File: src/rtl/tcp_session_ctrl.sv
// Connection-level sequencer for the TCP transmit engine: chooses when a segment
// is sent and which flags it carries (handshake, push/ack, delayed ack, close, retransmit).
module tcp_session_ctrl #(
    parameter int unsigned ACK_DELAY  = 1000000,
    parameter int unsigned RTO_CYCLES = 4000000,
    parameter int unsigned MAX_RETRY  = 3
) (
    input  logic       i_clk,
    input  logic       i_rst,
    input  logic       i_open_req,
    input  logic       i_close_req,
    input  logic       i_app_valid,
    output logic       o_app_ready,
    input  logic       i_seg_rx_valid,
    input  logic [5:0] i_seg_rx_flags,
    input  logic       i_tx_busy,
    output logic       o_tx_strobe,
    output logic [5:0] o_tx_flag,
    output logic       o_conn_up,
    output logic       o_conn_err,
    output logic [2:0] o_state
);
    localparam int RW = (MAX_RETRY < 1) ? 1 : $clog2(MAX_RETRY + 1);
    localparam logic [RW-1:0] RETRY_MAX = RW'(MAX_RETRY);
    localparam logic [31:0]   ACK_LAST  = 32'(ACK_DELAY - 1);
    localparam logic [31:0]   RTO_LAST  = 32'(RTO_CYCLES - 1);

    // Flag encoding {URG,ACK,PUSH,RST,SYN,FIN}
    localparam logic [5:0] F_ACK = 6'b010000;
    localparam logic [5:0] F_PSH = 6'b001000;
    localparam logic [5:0] F_SYN = 6'b000010;
    localparam logic [5:0] F_FIN = 6'b000001;

    typedef enum logic [2:0] {
        S_CLOSED = 3'd0,
        S_SYN    = 3'd1,
        S_EST    = 3'd2,
        S_FIN    = 3'd3,
        S_ERROR  = 3'd4
    } state_t;

    state_t          r_state;
    logic            r_tx_strobe;
    logic [5:0]      r_tx_flag;
    logic            r_synack_seen;
    logic            r_fin_seen;
    logic            r_need_ack;
    logic [31:0]     r_ack_cnt;
    logic [31:0]     r_rto_cnt;
    logic [RW-1:0]   r_retry;

    logic w_gate, w_rx_rst, w_rx_synack, w_rx_psh, w_rx_fin;
    logic w_rto_exp, w_ack_due, w_app_acc;
    logic w_unused_urg;

    assign w_gate      = !i_tx_busy && !r_tx_strobe;
    assign w_rx_rst    = i_seg_rx_valid && i_seg_rx_flags[2];
    assign w_rx_synack = i_seg_rx_valid && i_seg_rx_flags[4] && i_seg_rx_flags[1];
    assign w_rx_psh    = i_seg_rx_valid && i_seg_rx_flags[3];
    assign w_rx_fin    = i_seg_rx_valid && i_seg_rx_flags[0];
    assign w_rto_exp   = (r_rto_cnt == RTO_LAST);
    assign w_ack_due   = r_need_ack && (r_ack_cnt == ACK_LAST);
    assign w_app_acc   = i_app_valid && o_app_ready;
    assign w_unused_urg = i_seg_rx_flags[5];

    assign o_app_ready = (r_state == S_EST) && w_gate && !i_close_req;
    assign o_tx_strobe = r_tx_strobe;
    assign o_tx_flag   = r_tx_flag;
    assign o_conn_up   = (r_state == S_EST);
    assign o_conn_err  = (r_state == S_ERROR);
    assign o_state     = r_state;

    always_ff @(posedge i_clk) begin
        if (i_rst) begin
            r_state       <= S_CLOSED;
            r_tx_strobe   <= 1'b0;
            r_tx_flag     <= '0;
            r_synack_seen <= 1'b0;
            r_fin_seen    <= 1'b0;
            r_need_ack    <= 1'b0;
            r_ack_cnt     <= '0;
            r_rto_cnt     <= '0;
            r_retry       <= '0;
        end else begin
            r_tx_strobe <= 1'b0;
            r_tx_flag   <= '0;
            // Timers saturate at their last value; state branches below restart them
            if ((r_state == S_SYN || r_state == S_FIN) && !w_rto_exp)
                r_rto_cnt <= r_rto_cnt + 32'd1;
            if (r_need_ack && r_ack_cnt != ACK_LAST)
                r_ack_cnt <= r_ack_cnt + 32'd1;

            case (r_state)
                S_CLOSED, S_ERROR: begin
                    if (i_open_req && w_gate) begin
                        r_tx_strobe   <= 1'b1;
                        r_tx_flag     <= F_SYN;
                        r_state       <= S_SYN;
                        r_retry       <= '0;
                        r_rto_cnt     <= '0;
                        r_synack_seen <= 1'b0;
                    end
                end
                S_SYN: begin
                    if (w_rx_rst) begin
                        r_state <= S_ERROR;
                    end else if (r_synack_seen || w_rx_synack) begin
                        if (w_gate) begin
                            r_tx_strobe   <= 1'b1;
                            r_tx_flag     <= F_ACK;
                            r_state       <= S_EST;
                            r_need_ack    <= 1'b0;
                            r_ack_cnt     <= '0;
                            r_synack_seen <= 1'b0;
                        end else begin
                            r_synack_seen <= 1'b1;
                        end
                    end else if (w_rto_exp) begin
                        if (r_retry == RETRY_MAX) begin
                            r_state <= S_ERROR;
                        end else if (w_gate) begin
                            r_tx_strobe <= 1'b1;
                            r_tx_flag   <= F_SYN;
                            r_retry     <= r_retry + 1'b1;
                            r_rto_cnt   <= '0;
                        end
                    end
                end
                S_EST: begin
                    if (w_rx_rst) begin
                        r_state    <= S_ERROR;
                        r_need_ack <= 1'b0;
                        r_ack_cnt  <= '0;
                    end else if (i_close_req) begin
                        if (w_gate) begin
                            r_tx_strobe <= 1'b1;
                            r_tx_flag   <= F_FIN | F_ACK;
                            r_state     <= S_FIN;
                            r_rto_cnt   <= '0;
                            r_retry     <= '0;
                            r_fin_seen  <= 1'b0;
                            r_need_ack  <= 1'b0;
                            r_ack_cnt   <= '0;
                        end
                    end else begin
                        if (w_app_acc) begin
                            r_tx_strobe <= 1'b1;
                            r_tx_flag   <= F_PSH | (r_need_ack ? F_ACK : 6'b0);
                            r_need_ack  <= 1'b0;
                            r_ack_cnt   <= '0;
                        end else if (w_ack_due && w_gate) begin
                            r_tx_strobe <= 1'b1;
                            r_tx_flag   <= F_ACK;
                            r_need_ack  <= 1'b0;
                            r_ack_cnt   <= '0;
                        end
                        // A new PUSH overrides a same-cycle clear so its ACK is never lost
                        if (w_rx_psh)
                            r_need_ack <= 1'b1;
                    end
                end
                S_FIN: begin
                    if (w_rx_rst) begin
                        r_state <= S_CLOSED;
                    end else if (r_fin_seen || w_rx_fin) begin
                        if (w_gate) begin
                            r_tx_strobe <= 1'b1;
                            r_tx_flag   <= F_ACK;
                            r_state     <= S_CLOSED;
                            r_fin_seen  <= 1'b0;
                        end else begin
                            r_fin_seen <= 1'b1;
                        end
                    end else if (w_rto_exp) begin
                        if (r_retry == RETRY_MAX) begin
                            r_state <= S_ERROR;
                        end else if (w_gate) begin
                            r_tx_strobe <= 1'b1;
                            r_tx_flag   <= F_FIN | F_ACK;
                            r_retry     <= r_retry + 1'b1;
                            r_rto_cnt   <= '0;
                        end
                    end
                end
                default: r_state <= S_CLOSED;
            endcase
        end
    end
endmodule

File: config.mk
export PLATFORM = sky130hd
export DESIGN_NAME = tcp_session_ctrl
export DESIGN_NICKNAME = d
export VERILOG_FILES = /design/src/rtl/tcp_session_ctrl.sv
export SDC_FILE = /design/constraint.sdc
export NUM_CORES = 1
export LEC_CHECK = 0
export CAP_MARGIN = 0
export CORE_UTILIZATION = 27
export CTS_BUF_LIST = sky130_fd_sc_hd__clkbuf_16
export CTS_CLUSTER_DIAMETER = 40
export DETAILED_ROUTE_END_ITERATION = 10
export PLACE_DENSITY_LB_ADDON = 0.25
export SYNTH_ARGS = -nofsm -noshare
export SYNTH_HDL_FRONTEND = slang
export SYNTH_SLANG_ARGS = --single-unit
File: constraint.sdc
create_clock -name i_clk -period 2.6 [get_ports i_clk]
set_input_delay 0.52 -clock i_clk [delete_from_list [all_inputs] [get_ports i_clk]]
set_output_delay 0.52 -clock i_clk [all_outputs]
set_load 0.005 [all_outputs]
==> run_results.csv, run 1 <==
group,metric,value,unit
run_status,status,"finished, violations left",
run_status,violations,"design-rule violations",
worst_setup_path,start_kind,"primary input",
logic_synthesis,synthFlopType,"dfxtp_1",
cts,cts.sinks,77,
cts,cts-resized-gates,0,
routing,routed_wl,10000,um
pwr,irDropWorstVdd,0.310,mV
cts,cts-htree-levels,3,
global_route,grt_pass1_vias,3628,
logic_synthesis,synthMuxAreaShare,0.492,%
logic_synthesis,ys.warnings.count,0,
global_route,grt_most_used_layer,"met2",
logic_synthesis,syn_inst,497,
place,port_buffers,22,
timing,drv_slew,0,
timing,worst_pin_slew,0.691,ns
final_layout,antenna_cells,0,
logic_synthesis,yosys.area_share.simple,33.7,%
timing,rsz0062_at_grt,"no",
routing,ant_nets,0,
floorplan,initial_utilization,27.8,%
global_route,grt_pass1_wl,17400,um
routing,drtIter0Drc,217,
worst_setup_path,max_stage_delay,0.54,ns
worst_hold_path,min_path_type,"flip-flop to flip-flop",
pwr,p_leak,1.62,nW
cts,postCtsSetupRepairBufs,0,
logic_synthesis,synth-xor-area-share,11.4,%
global_route,antenna_found_initial,0,
floorplan,core-area,14600,sq um
floorplan,rows,44,
final_layout,drive_gt1_share,10.8,%
worst_setup_path,critPathKind,"primary input to primary output",
timing,finalSetupTns,0,ns
cts,clockBufferDepth,2,
flow_run,maxCapViolations,0,
worst_setup_path,cp.required,2.08,ns
routing,routedWlPerCell,13.7,um
worst_setup_path,path_buf_inv,2,
worst_setup_path,slowest_stage,"clkdlybuf4s50_1",
floorplan,dieArea,15600,sq um
cts,clock_latency,0.33,ns
timing,fin_hold_ws,0.473,ns
cts,cts-root-buf,"clkbuf_16",
logic_synthesis,synth-compound-area-share,11.6,%
logic_synthesis,postSynth.asyncResetShare,0,%
logic_synthesis,synth_edf_count,0,
global_route,grtUsageTotal,13.5,%
logic_synthesis,ys_seq_area_share,37.8,%
floorplan,dieWidth,125,um
worst_setup_path,path_max_fanout,2,
logic_synthesis,syn_avg_cell_area,8.19,sq um
timing,clock_skew,0.00975,ns
cts,clk_pin_slew,0.05,ns
timing,setup_viol_count_final,0,
timing,relSlewSlack,53.5,%
routing,viasPerCell,5.13,
place,hpwl,7230,um
worst_setup_path,cp-end-kind,"primary output",
worst_setup_path,cpMostUsedCell,"clkdlybuf4s50_1",
logic_synthesis,synth-seq-cells,77,
pwr,power.total,2.98,mW
timing,hold_viol,0,
logic_synthesis,synth_top_family_by_area,"simple AND/OR/NAND/NOR gates",
cts,cts_tree,"done",
final_layout,fillers,1524,
logic_synthesis,synth-adder-area-share,0.922,%
pwr,pwr_density_cell,602,nW/um^2
timing,period_needed,2.52,ns
final_layout,areaGrowthSynthToFinish,21.5,%
routing,route.detailed.drc,10,
floorplan,ios,26,
logic_synthesis,synth.distinct_cells,50,
final_layout,nets,559,
timing,fin_crit_sh,96.8,%
place,globalplace.congestion,0.841,
global_route,grtUsageMet2,22.2,%
logic_synthesis,synth_area,4070,sq um
worst_setup_path,critPathTopFamily,"buffers and inverters",
routing,via_count,3758,
global_route,met1_usage,17.4,%
cts,postCtsHoldBufs,0,
worst_setup_path,crit_arrival,2.00,ns
cts,numCtsBuffers,9,
worst_setup_path,cp_cell_sequence,"clkdlybuf4s50_1, or2_2, nor3_1, clkdlybuf4s50_1",
routing,firstDrtPassIters,8,
global_route,use_met3,2.58,%
floorplan,dieHeight,125,um
global_route,grt_overflow,0,
timing,max_freq,397,MHz
global_route,grt_max_degree,33,
-- cell usage in the layout (no fill, tap or decap), types with 10 or more instances in the layout --
cell type	instances
nand3_1	34
dfxtp_1	77
a21oi_1	21
nor3_1	17
nor4_1	26
buf_4	30
clkdlybuf4s50_1	22
and3_1	10
xor2_1	30
or3_1	10
xnor2_1	23
nand2_1	31
inv_1	11
nand4_1	24
o21ai_0	15
nor2_1	76
-- cells in the mapped netlist (2+ instances only) --
| master | n | area share (%) |
|---|---|---|
| nor4_2 | 2 | 0.61 |
| nand2_1 | 31 | 2.9 |
| and4_1 | 9 | 1.9 |
| or3_1 | 10 | 1.5 |
| o21ai_0 | 15 | 1.8 |
| nand2b_1 | 3 | 0.46 |
| mux2i_1 | 2 | 0.49 |
| and2_1 | 4 | 0.61 |
| dfxtp_1 | 77 | 38 |
| a311oi_1 | 3 | 0.65 |
| and3_1 | 10 | 1.5 |
| o211ai_1 | 5 | 0.92 |
| ha_1 | 3 | 0.92 |
| o31ai_1 | 3 | 0.55 |
| a311o_1 | 3 | 0.74 |
| or4_1 | 2 | 0.37 |
| buf_6 | 3 | 0.83 |
| nor2_1 | 76 | 7.0 |
| nor3_1 | 17 | 2.1 |
| xnor2_1 | 23 | 4.9 |
| inv_1 | 11 | 1.0 |
| clkbuf_1 | 11 | 1.0 |
| a31oi_1 | 2 | 0.31 |
| nand4_1 | 24 | 3.7 |
| nor4_1 | 26 | 4.0 |
| xor2_1 | 30 | 6.5 |
| o2111a_1 | 2 | 0.55 |
| buf_4 | 6 | 1.1 |
| nand3_1 | 34 | 4.2 |
| nor4b_1 | 4 | 0.86 |
| or3b_2 | 2 | 0.43 |
| a21oi_1 | 21 | 2.6 |
| a21o_1 | 3 | 0.55 |
| a32o_1 | 2 | 0.49 |
| or2_2 | 2 | 0.31 |
| a211oi_1 | 2 | 0.37 |
-- worst min-delay path, stage by stage (launching register included) --
cell and delay, ns:
dfxtp_1 0.30, o21ai_0 0.07, a21oi_1 0.06
-- layer usage --
layer  share of wire, %  vias to the layer above
met5                  0                        -
met4                1.2                        0
met3                4.3                        8
met2                 45                       83
met1                 49                     1768
li1                   -                     1899
-- registers in the layout (all words and copies together) (netlist names) --
signal and count:
o_state 3, o_tx_flag 4, o_tx_strobe 1, r_ack_cnt 32
r_fin_seen 1, r_need_ack 1, r_retry 2, r_rto_cnt 32
r_synack_seen 1
-- per-stage QoR --
stage	instance area, sq um	util (%)	setup WS, ns	std cells
after global placement	4670	31.9	0.00635	716
after floorplan	4080	-	0.505	498
after detailed placement	4670	31.9	0.0469	716
after CTS	4950	33.8	0.0578	732
after global routing	4950	33.8	0.0344	732
final	4950	33.8	0.0842	732
-- cells by family (layout without fill, tap and decap cells) --
group                      count (synthesis)  after routing
other                                      1              2
buffers and inverters                     31             81
AOI/OAI and AO/OA                         69             69
adders and majority gates                  3              3
and+or+nand+nor                          261            261
muxes                                      2              2
DFF                                       77             77
xor gates and xnor gates                  53             53
-- power by group --
part	switching [mW]	internal (mW)
clock	0.495	0.647
sequential	0.0206	1.21
combinational	0.355	0.254
-- cell type report --
| class | instances | area [sq um] | area share, % |
|---|---|---|---|
| multi-input combinational | 390 | 2370 | 48.0 |
| sequential | 77 | 1540 | 31.2 |
| timing repair buffer | 54 | 485 | 9.81 |
| tap | 184 | 230 | 4.65 |
| clock buffer | 9 | 225 | 4.55 |
| clock inverter | 7 | 50.0 | 1.01 |
| inverter | 11 | 41.3 | 0.835 |
-- final timing paths --
check                               start                      end  slack [ns]  cells after the start
setup / recovery                i_tx_busy              o_app_ready        0.08                      4
hold / removal    r_fin_seen$_SDFFE_PP0P_  r_fin_seen$_SDFFE_PP0P_        0.47                      2
setup reg to reg  r_ack_cnt[0]$_SDFF_PP0_  r_ack_cnt[5]$_SDFF_PP0_        0.30                      8
hold reg to reg   r_fin_seen$_SDFFE_PP0P_  r_fin_seen$_SDFFE_PP0P_        0.47                      2
No activity file was read; power rests on OpenSTA's default activity.
==> run 2, diff against run 1 <==
Settings changed: ABC_AREA from default to 1, DONT_BUFFER_PORTS from default to 1.
==> run 2 against run 1 <==
The run now ends clean. Worst setup slack better by 0.44 ns. Design area up 16%. Largest cell class unchanged. Critical path depth up 9.
==> run_results.csv, run 2 <==
group,metric,value,unit
worst_setup_path,cp-startpoint,"r_rto_cnt[0]$_SDFF_PP0_",
final_layout,antenna_cells,0,
worst_setup_path,start_kind,"flip-flop",
routing,ant_nets,0,
worst_setup_path,path_max_fanout,17,
worst_setup_path,max_stage_delay,0.33,ns
timing,setup_viol_count_final,0,
logic_synthesis,ys.warnings.count,0,
place,hpwl,10600,um
timing,worst_pin_slew,0.516,ns
final_layout,layout_commonest_cell,"nand2_1",
floorplan,dieWidth,140,um
routing,via_count,5148,
timing,period_needed,2.08,ns
pwr,pwr_density_cell,553,nW/um^2
floorplan,rows,50,
cts,postCtsSetupRepairBufs,0,
worst_setup_path,critPathTopFamily,"simple AND/OR/NAND/NOR gates",
worst_setup_path,r2r-start,"r_rto_cnt[0]$_SDFF_PP0_",
logic_synthesis,postSynth.asyncResetShare,0,%
worst_setup_path,cp.required,2.89,ns
timing,max_freq,481,MHz
pwr,irDropWorstVdd,0.374,mV
timing,fin_crit_sh,80.0,%
cts,clock_latency,0.35,ns
cts,cts.sinks,77,
cts,cts_tree,"done",
routing,drtIter0Drc,332,
global_route,grt_pass1_vias,4849,
routing,firstDrtPassIters,5,
worst_setup_path,slowest_stage,"dfxtp_1",
timing,rsz0062_at_grt,"no",
floorplan,initial_utilization,27.6,%
global_route,grtUsageTotal,15.0,%
logic_synthesis,syn_inst,852,
worst_setup_path,reg2reg_depth,13,
worst_setup_path,crit_end,"r_rto_cnt[7]$_SDFF_PP0_",
floorplan,dieArea,19700,sq um
worst_setup_path,path_buf_inv,4,
place,globalplace.congestion,0.913,
logic_synthesis,synth.distinct_cells,41,
cts,clockBufferDepth,2,
floorplan,dieHeight,140,um
worst_setup_path,r2r_end,"r_rto_cnt[7]$_SDFF_PP0_",
worst_setup_path,regToRegSetupSlack,0.52,ns
global_route,grt_overflow,0,
cts,clk_pin_slew,0.06,ns
global_route,grt_pass1_wl,23700,um
logic_synthesis,synth_area_leaders,"dfxtp_1, nand2_1, nor2_1",
worst_setup_path,cp_cell_sequence,"ha_1, nand3_1, inv_1, nand2_2, inv_2, nand3_2, nor2_4, nor2_4, buf_4, nand2_1, o21bai_1, inv_1, nor2_1",
logic_synthesis,yosysTopAreaCell,"dfxtp_1",
cts,numCtsBuffers,9,
global_route,grt_max_degree,33,
flow_run,maxCapViolations,0,
logic_synthesis,ys_seq_area_share,29.8,%
worst_setup_path,cp-end-kind,"flip-flop",
routing,routedWlPerCell,12.9,um
cts,cts-htree-levels,3,
logic_synthesis,yosysMostFrequentCell,"nand2_1",
logic_synthesis,syn_avg_cell_area,6.08,sq um
routing,route.detailed.drc,0,
final_layout,final_cell_mix,"nand2_1, nor2_1, nand3_1",
timing,clock_skew,0.00882,ns
place,placedInstanceArea,5450,sq um
logic_synthesis,synth-seq-cells,77,
timing,hold_viol,0,
global_route,antenna_found_initial,0,
place,port_buffers,0,
floorplan,core-area,18800,sq um
logic_synthesis,synth_edf_count,0,
final_layout,postLayoutCoreUtil,30.4,%
worst_setup_path,critPathKind,"flip-flop to flip-flop",
cts,cts-resized-gates,0,
final_layout,drive_gt1_share,7.68,%
timing,relSlewSlack,65.6,%
logic_synthesis,synth_area,5180,sq um
floorplan,ios,26,
worst_setup_path,crit_arrival,2.37,ns
routing,viasPerCell,4.71,
final_layout,areaGrowthSynthToFinish,10.3,%
cts,cts-root-buf,"clkbuf_16",
worst_setup_path,critical_path_depth,13,
timing,finalSetupTns,0,ns
final_layout,fillers,2114,
final_layout,design_area,5710,sq um
pwr,p_leak,2.12,nW
final_layout,nets,870,
routing,routed_wl,14100,um
timing,drv_slew,0,
logic_synthesis,synthFlopType,"dfxtp_1",
cts,postCtsHoldBufs,0,
worst_hold_path,min_path_type,"primary input to flip-flop",
logic_synthesis,synth_top_area_share,29.8,%
logic_synthesis,synthTopCellsByCount,"nand2_1, nor2_1, nand3_1, inv_1, dfxtp_1",
run_status,status,"complete, no violations",
==> run 2: final cells by class <==
cell class              count  area (sq um)  area share [%]
multi-input cells         659          3150            55.2
inverters                  95           357            6.24
clock inverters             7          43.8           0.766
clock buffers               9           225            3.94
well taps                 234           293            5.12
repair buffers             12           103            1.80
flip-flops and latches     77          1540            27.0
==> run 2: worst min path at each step <==
stage                     slack, ns                       start                    endpoint  cells past startpoint
after floorplan                0.44     r_fin_seen$_SDFFE_PP0P_     r_fin_seen$_SDFFE_PP0P_                      2
after global placement         0.46     r_fin_seen$_SDFFE_PP0P_     r_fin_seen$_SDFFE_PP0P_                      2
after detailed placement       0.46  r_synack_seen$_SDFFE_PP0P_  r_synack_seen$_SDFFE_PP0P_                      2
after CTS                      0.22                       i_rst     r_retry[1]$_SDFFE_PP0P_                      1
after global routing           0.22                       i_rst     r_retry[1]$_SDFFE_PP0P_                      1
final                          0.24                       i_rst     r_retry[1]$_SDFFE_PP0P_                      1
==> run 2: report_power, final <==
| part | switching [mW] | internal [mW] |
|---|---|---|
| logic | 0.408 | 0.219 |
| clock network | 0.534 | 0.641 |
| registers | 0.0957 | 1.26 |
==> run 2: kinds of logic (layout without fill, tap and decap cells) <==
kind of cell               Yosys count  count (layout)  synth area share (%)
buffers and inverters              117             123                  9.45
and+or+nand+nor                    560             560                  47.7
adders and majority gates            3               3                 0.725
other                                1               2                0.0724
AOI/OAI and AO/OA                   68              68                  7.90
DFF                                 77              77                  29.8
xor gates and xnor gates            26              26                  4.40
==> run 2: layer usage <==
layer  GRT usage (%)  up-vias  wire (um)
met1            20.6     2321       7180
met4            3.78        0        162
met5               0        -          0
met2            23.9       80       6260
met3            3.18       15        465
li1                -     2732          -
==> run 2: per-stage QoR <==
step,setup slack [ns],hold WS (ns),instances,power [mW]
floorplan,0.838,0.441,853,1.86
global placement,0.529,0.460,1077,2.01
detailed placement,0.521,0.461,1077,2.01
CTS,0.506,0.220,1093,3.20
global route,0.197,0.216,1093,3.36
finish,0.521,0.238,1093,3.16
==> run 3, diff against run 2 <==
Clock period 2.6 ns to 2 ns, I/O delays scaled along.
==> run 3 against run 2 <==
Die area is the same. Design area up 14%. Combinational power up 66%. Hold slack got worse by 0.13 ns. Count of clock-buffer cells in the layout unchanged. Global-route usage up 1.1 points. Via count rose by 6.4%. First-iteration DRC count is 3.0% lower. Non-clock buffer count rose by 72.
==> run_results.csv, run 3 (synthesis results as in run 2) <==
group,metric,value,unit
final_layout,final_cell_mix,"nand2_1, nor2_1, nand3_1",
cts,cts_tree,"done",
timing,hold_viol,0,
cts,numCtsBuffers,9,
worst_setup_path,path_buf_inv,9,
worst_setup_path,path_max_fanout,4,
cts,clk_pin_slew,0.07,ns
timing,fin_crit_sh,94.4,%
worst_setup_path,start_kind,"flip-flop",
pwr,p_leak,2.56,nW
worst_setup_path,crit_arrival,2.14,ns
routing,routed_wl,15400,um
global_route,grtUsageTotal,16.2,%
run_status,status,"complete, no violations",
routing,route.detailed.drc,0,
final_layout,layout_commonest_cell,"nand2_1",
timing,relSlewSlack,66.3,%
routing,firstDrtPassIters,5,
routing,ant_nets,0,
global_route,grt_pass1_vias,5098,
timing,finalSetupTns,0,ns
flow_run,maxCapViolations,0,
cts,cts-root-buf,"clkbuf_16",
final_layout,antenna_cells,0,
floorplan,dieWidth,140,um
place,globalplace.congestion,0.894,
worst_setup_path,slowest_stage,"dfxtp_2",
final_layout,nets,943,
cts,postCtsHoldBufs,0,
routing,drtIter0Drc,322,
pwr,pwr_density_cell,721,nW/um^2
cts,cts-htree-levels,3,
floorplan,ios,26,
worst_setup_path,critPathKind,"flip-flop to flip-flop",
worst_hold_path,min_path_type,"primary input to flip-flop",
worst_setup_path,cp-end-kind,"flip-flop",
cts,cts.sinks,77,
timing,worst_pin_slew,0.504,ns
cts,clock_latency,0.35,ns
global_route,grt_max_degree,32,
global_route,antenna_found_initial,0,
final_layout,areaGrowthSynthToFinish,26.3,%
timing,setup_ws,0.111,ns
pwr,irDropWorstVdd,0.387,mV
timing,period_needed,1.89,ns
cts,clockBufferDepth,2,
routing,viasPerCell,4.70,
timing,max_freq,529,MHz
global_route,grt_pass1_wl,25300,um
floorplan,core-area,18800,sq um
routing,via_count,5478,
timing,rsz0062_at_grt,"yes",
worst_setup_path,max_stage_delay,0.35,ns
worst_setup_path,critPathTopFamily,"buffers and inverters",
floorplan,dieHeight,140,um
final_layout,drive_gt1_share,18.5,%
timing,setup_viol_count_final,0,
floorplan,dieArea,19700,sq um
place,port_buffers,0,
worst_setup_path,cpMostUsedCell,"buf_4",
floorplan,initial_utilization,27.6,%
final_layout,fillers,2069,
timing,clock_skew,0.0106,ns
routing,routedWlPerCell,13.2,um
global_route,grt_overflow,0,
floorplan,rows,50,
worst_setup_path,cp_cell_sequence,"buf_6, inv_2, nand2_2, nor2_2, inv_2, nor2_4, nand2_2, nand3_2, buf_4, buf_4, buf_4, buf_4, buf_4, buf_4, nand4_1, nand2_1",
place,hpwl,11200,um
place,dpl_worst_slack,-0.0424,ns
worst_setup_path,cp.required,2.25,ns
timing,drv_slew,0,
==> run 3: cell count changes in the layout (fill, tap and decap cells not counted), moves of 4 or more <==
cell,before,now
buf_4,11,72
nor2_1,162,151
nor2_4,6,10
nor2_2,6,14
dfxtp_2,0,10
buf_6,0,6
dfxtp_1,77,67
inv_1,89,85
==> run 3: metrics by stage <==
stage          std cells  hold slack, ns  util, %  area [sq um]  total power [mW]
6_report            1166           0.108     34.8          6540              4.72
5_1_grt             1166          0.0870     34.8          6540              4.99
4_1_cts             1162          0.0933     34.5          6470              4.75
3_5_place_dp        1131           0.452     31.3          5880              2.73
3_3_place_gp        1131           0.457     31.3          5880              2.72
2_1_floorplan        853           0.441        -          5180              2.42
==> run 3: timing repair <==
item | in CTS | in global routing
hold endpoints to repair | 0 | 0
pin swaps | 6 | 11
buffers inserted | 12 | 5
resized for setup | 21 | 24
cloned | 3 | 1
setup endpoints to repair | 29 | 36
==> run 3: area by class of cell <==
type / instances / area [sq um] / share of cell area [%]
Multi-Input combinational cell: 660 / 3250 / 49.6
Clock inverter: 7 / 123 / 1.87
Clock buffer: 9 / 225 / 3.44
Inverter: 95 / 357 / 5.45
Tap cell: 234 / 293 / 4.48
Timing Repair Buffer: 84 / 743 / 11.4
Sequential cell: 77 / 1550 / 23.8
==> run 3: power by group <==
group	total (mW)	internal (mW)	leakage, nW	switching (mW)
Combinational	1.04	0.423	1.77	0.615
Sequential	1.74	1.64	0.628	0.0948
Clock	1.95	1.23	0.162	0.719
Total	4.72	3.29	2.56	1.43
==> run 3: worst reg2reg max path, cell delays in order (launching register included) <==
cell	delay [ns]
dfxtp_2	0.35
buf_6	0.13
inv_2	0.06
nand2_2	0.07
nor2_2	0.04
inv_2	0.08
nor2_4	0.05
nand2_2	0.09
nand3_2	0.09
buf_4	0.14
buf_4	0.12
buf_4	0.12
buf_4	0.12
buf_4	0.12
buf_4	0.12
nand4_1	0.05
nand2_1	0.05
==> run 3: per-layer routing <==
metal / GRT usage (%) / share of wire, % / up-vias
li1: - / - / 2875
met1: 21.6 / 49 / 2532
met2: 26.4 / 46 / 60
met3: 3.76 / 3.5 / 11
met4: 3.32 / 0.73 / 0
met5: 0 / 0 / -
==> run 3: path summary, 6_finish.rpt <==
kind,slack (ns),endpoint,depth (start not counted),from
setup / recovery,0.11,o_tx_strobe$_SDFF_PP0_,16,o_state[0]$_SDFFE_PP0P_
hold / removal,0.11,o_state[0]$_SDFFE_PP0P_,1,i_rst
setup reg to reg,0.11,o_tx_strobe$_SDFF_PP0_,16,o_state[0]$_SDFFE_PP0P_
hold reg to reg,0.47,r_fin_seen$_SDFFE_PP0P_,2,r_fin_seen$_SDFFE_PP0P_
